**src/rtl/mult_pkg.sv**
```systemverilog
// mult_pkg: shared width defaults, counter sizing and FSM state encoding for the multiplier
package mult_pkg;
  localparam int WIDTH_DEF = 32;
  function automatic int cnt_width(input int w);
    return $clog2(w) + 1;
  endfunction
  localparam int CNT_W = cnt_width(WIDTH_DEF);
  typedef logic [1:0] state_t;
  localparam state_t IDLE = 2'd0;
  localparam state_t RUN  = 2'd1;
  localparam state_t DONE = 2'd2;
endpackage

```
**src/rtl/mult_step.sv**
```systemverilog
// mult_step: one shift-add step of an unsigned sequential multiplier
module mult_step #(
  parameter int WIDTH = 32
) (
  input  logic [2*WIDTH-1:0] acc,
  input  logic [WIDTH-1:0]   mcand,
  output logic [2*WIDTH-1:0] nxt
);
  logic [WIDTH:0] sum;
  assign sum = {1'b0, acc[2*WIDTH-1:WIDTH]} + (acc[0] ? {1'b0, mcand} : '0);
  assign nxt = {sum, acc[WIDTH-1:1]};
endmodule

```
**src/rtl/mult_sequencer.sv**
```systemverilog
// mult_sequencer: valid/ready unsigned multiplier, one shift-add step per cycle
module mult_sequencer
  import mult_pkg::*;
#(
  parameter int WIDTH = WIDTH_DEF
) (
  input  logic               clock,
  input  logic               reset,
  input  logic               in_valid,
  output logic               in_ready,
  input  logic [WIDTH-1:0]   in1,
  input  logic [WIDTH-1:0]   in2,
  input  logic               flush,
  output logic               out_valid,
  input  logic               out_ready,
  output logic [2*WIDTH-1:0] out,
  output logic               busy
);
  localparam int CW = cnt_width(WIDTH);
  state_t             state;
  logic [2*WIDTH-1:0] acc, nxt;
  logic [WIDTH-1:0]   mreg;
  logic [CW-1:0]      cnt;
  mult_step #(.WIDTH(WIDTH)) u_step (.acc(acc), .mcand(mreg), .nxt(nxt));
  always_ff @(posedge clock) begin
    if (reset) begin
      state <= IDLE;
      acc   <= '0;
      mreg  <= '0;
      cnt   <= '0;
    end else if (flush) begin
      state <= IDLE;
    end else if (state == IDLE && in_valid) begin
      mreg  <= in2;
      acc   <= {{WIDTH{1'b0}}, in1};
      cnt   <= '0;
      state <= RUN;
    end else if (state == RUN) begin
      acc <= nxt;
      cnt <= cnt + CW'(1);
      if (cnt == CW'(WIDTH - 1)) state <= DONE;
    end else if (state == DONE && out_ready) begin
      state <= IDLE;
    end
  end
  assign in_ready  = state == IDLE;
  assign out_valid = state == DONE;
  assign busy      = !in_ready;
  assign out       = out_valid ? acc : '0;
endmodule

```
**config.mk**
```make
export PLATFORM = sky130hd
export DESIGN_NAME = mult_sequencer
export DESIGN_NICKNAME = d
export VERILOG_FILES = /design/src/rtl/mult_pkg.sv /design/src/rtl/mult_step.sv /design/src/rtl/mult_sequencer.sv
export SDC_FILE = /design/constraint.sdc
export NUM_CORES = 1
export LEC_CHECK = 0
export ABC_AREA = 1
export CORE_MARGIN = 3
export CORE_UTILIZATION = 50
export DETAILED_ROUTE_END_ITERATION = 8
export PLACE_DENSITY_LB_ADDON = 0.15
export SYNTH_ARGS = -nofsm -noshare
export SYNTH_HDL_FRONTEND = slang
export SYNTH_SLANG_ARGS = --single-unit
export TNS_END_PERCENT = 20
```
**constraint.sdc**
```tcl
create_clock -name clock -period 2.7 [get_ports clock]
set_input_delay 0.54 -clock clock [delete_from_list [all_inputs] [get_ports clock]]
set_output_delay 0.54 -clock clock [all_outputs]
set_load 0.05 [all_outputs]
```
# Word-level counts from Yosys, hierarchy flattened
# Cells that the tools add are included.
# classes
n_eq_ne	5
n_addsub	2
n_bitwise	1
n_mux	10
reduce_logical	13
# ops
cell	n
$mux W64	3
$add A32 B33 Y33	1
$mux W32	1
$mux W6	2
$reduce_and A2 Y1	4
$add A6 B1 Y6 const B	1
$eq A6 B5 Y1 const B	1
$mux W2	3
$reduce_bool A2 Y1	2
$ne A3 B2 Y1 const B	1
$reduce_bool A3 Y1	1
$reduce_or A3 Y1	1
$eq A2 B1 Y1 const B	1
$eq A2 B2 Y1 const B	1
$logic_and A1 B1 Y1	2
$logic_not A2 Y1	1
$ne A2 B1 Y1 const B	1
$reduce_or A2 Y1	1
$logic_not A1 Y1	1
$mux W1	1
$not A1 Y1	1
# totals
register_bits	104
word_cells	36
inputBits	69
output_inout_bits	67

# Longest topological paths before layout
# depth
depth_word	5
depth_mapped	18
ltp_nobuf	16

# By module
# A second synthesis with hierarchy kept.
# hier_totals
cells_unflattened	1322
area_unflattened_um2	7643.6
# modules_own_cells
module	cells_per_inst	seq_area_each_um2	area_each_um2	instances
mult_sequencer	723	2082.0	4735.8	1
mult_step	599	0.0	2907.8	1

# Worst setup path before layout
# OpenSTA, ideal clock, no wires.
# synth_timing
path_kind	flip-flop to output port
start	reg state[1]
end	out out[33]
stages_incl_launch_ff	6
n_path_buf	1
setup_slack_ns	-0.094
arrival_time_ns	2.254
path_cell_list	dfxtp_1 -> inv_1 -> nor2_1 -> inv_2 -> buf_1 -> nor2_1
# synth_between
elab_chain_cells	2
# synth_lines
item	line_no	text
start, declared	mult_sequencer.sv:20	state_t state;
start signal, assigned	mult_sequencer.sv:27	state <= IDLE;
start signal, assigned	mult_sequencer.sv:32	state <= IDLE;
start signal, assigned	mult_sequencer.sv:37	state <= RUN;
$eq A2 B2 Y1	mult_sequencer.sv:47	assign out_valid = state == DONE;
via out_valid	mult_sequencer.sv:14	output logic out_valid,
$mux W64	mult_sequencer.sv:49	assign out = out_valid ? acc : '0;
end, declared	mult_sequencer.sv:16	output logic [2*WIDTH-1:0] out,
# The timed path passes the listed nets, and every way through them passes these cells.

# Worst setup path in the final report
# layout_timing
start	reg state[1]
end	out out_valid
# layout_between
elab_chain_cells	1
# layout_lines
item	line_no
$eq A2 B2 Y1	mult_sequencer.sv:47
end, declared	mult_sequencer.sv:14
# No other way between the ends.

==> out/qor.csv <==
metric,value,unit
status,"complete, no violations",
crit_chain,inv_1 > nor2_2 > clkdlybuf4s50_1,
seqPwrFrac,48.4,%
final.setup.tns,0,ps
fin_nets,1426,
drv_cap,0,
synth-seq-cells,104,
die_h,125,µm
post-cts-setup-buffers,0,
ir_drop,0.386,mV
final_cell_mix,"381 x nand2_1, 220 x inv_1, 179 x nor2_1, 104 x dfxtp_1, 75 x buf_4",
syn_inst,1209,
layout_commonest_cell,nand2_1,
finalSetupViolations,0,
hold_path.class,flip-flop to flip-flop,
core_area,13500,µm²
intPower,2.50,mW
htreeDepth,3,
seq_area_frac_synth,29.6,%
worstPathMaxFanout,3,
dpl.hpwl,14400,µm
power.density,391,nW/µm²
wire_per_inst,12.7,µm
clkPwrFrac,41.4,%
clock_latency,360,ps
tritoncts,yes,
die_w,125,µm
skew,6.09,ps
vias_per_cell,4.91,
max-slew-margin-rel,54.6,%
initialDrtViolationCount,687,
start_kind,flip-flop,
syn-num-nets,1312,
ys_warn_count,0,
fillers,1306,
ys.flop_type,dfxtp_1,
start_util,52.1,%
synth.avg_cell_area,5.82,µm²
combPwrFrac,10.2,%
worst_pin_slew,682,ps
clock-sinks,104,
root_buffer,clkbuf_16,
hold_buffers,0,
grt_pass1_wl,31800,µm
grt.total_usage,24.2,%
final.min_clock_period,2420,ps
fmaxAchievable,414,MHz
critPathSlowestCell,clkdlybuf4s50_1,
layout-drive-gt1-share,8.43,%
pin_count,136,
fin_area,8640,µm²
post-route-period-util,89.5,%
gp_congestion,0.966,
ys_async_sr_fraction,0,%
vias,7389,
slowest_delay,850,ps
cp_data_arrival_time,1880,ps
clkTransAtPathRegs,70,ps
overflow,0,
netSwitchingPower,0.881,mW
endpoint_kind,output port,
fin_ws,284,ps
cts_inserted_buffers,9,
fin_util,64.0,%
synthToLayoutAreaGrowth,22.9,%
wl,19000,µm
antenna_cells,0,
die-area,15500,µm²
grt_pass1_vias,6844,
ant_nets,0,
place_area,8330,µm²
antenna_found_initial,0,
rsz0062_at_grt,false,
synth_edf_count,0,
ctsResizeCount,0,
cts_buffer_depth,2,
worstPathRequired,2160,ps
row_count,42,
timing.final.hold_violations,0,
synth_cell_types,39,
drc,0,
grt_max_degree,65,
power_leakage,4.28,nW
dp_slack,300,ps
swShare,26.1,%
drv_slew,0,
first_pass_iters,5,
syn_area,7030,µm²
worstSetupPathType,flip-flop to output port,
io_buffer_count,135,
power by group through the flow:
| stage | registers, mW | logic, mW | clock network (mW) |
|---|---|---|---|
| 4_1_cts | 1.63 | 0.347 | 1.42 |
| 6_report | 1.63 | 0.344 | 1.40 |
| 3_5_place_dp | 1.67 | 0.346 | 0 |
| 3_3_place_gp | 1.67 | 0.340 | 0 |
| 5_1_grt | 1.64 | 0.385 | 1.47 |
| 2_1_floorplan | 1.66 | 0.196 | 0 |
metal layers:
metal / part of all wire [%] / up-vias / GRT usage, %
met5: 0 / - / 0
met4: 1.3 / 0 / 5.29
met3: 7.5 / 25 / 5.75
met2: 45 / 246 / 38.6
met1: 46 / 3196 / 33.5
li1: - / 3922 / -
metrics by stage:
step / total power [mW] / hold slack, ps / std cells
floorplan: 1.85 / 457 / 1209
global placement: 2.01 / 476 / 1488
detailed placement: 2.01 / 481 / 1488
CTS: 3.40 / 492 / 1504
global route: 3.49 / 519 / 1504
finish: 3.38 / 489 / 1504
worst paths after layout:
kind | from | to | slack (ps) | depth (start not counted)
worst max-delay path | state[1] | out_valid | 280 | 3
worst min register to register | acc[35] | acc[35] | 490 | 2
worst max register to register | acc[0] | acc[57] | 350 | 14
worst min-delay path | acc[35] | acc[35] | 490 | 2
critical path: cells and delay by family, from the launching register on:
kind	cells	cell delay [ps]
buf+inv	2	940
flops	1	380
simple gates	1	200
cell families (layout without fill, tap and decap cells):
group | after synthesis | after routing | synth area share, %
buf+inv | 267 | 386 | 14.8
simple gates | 648 | 648 | 37.4
compound gates | 154 | 154 | 11.9
flops | 104 | 104 | 29.6
xor+xnor | 2 | 2 | 0.249
fa+ha+maj | 34 | 34 | 6.16
sequential cells by signal (all words and copies together), names as in the netlist:
register and cells:
acc 64, cnt 6, mreg 32, state 2
synth_stat cells, types with 4 or more instances:
cell      instances  share of area, %
nor2_1          180               9.6
or2_2             6              0.53
nand2_1         381                20
inv_1           220                12
ha_1             33               5.9
nand3_1          57               4.1
nor3_1            7              0.50
buf_2             6              0.43
clkbuf_1         29               1.5
dfxtp_1         104                30
buf_4             5              0.53
a21oi_1          64               4.6
a31oi_1          32               2.8
o21ai_0          39               2.8
o21ai_1          10              0.71
nand3b_1          4              0.43
cell type report:
class                      instances  area (µm²)  area share [%]
clock buffer                       9         225            2.61
clock inverter                     7        88.8            1.03
inverter                         224         845            9.77
multi-input combinational        838        3910            45.3
sequential                       104        2080            24.1
tap                              176         220            2.55
timing repair buffer             146        1270            14.7
Note: power is estimated with default switching activity, not from simulation.
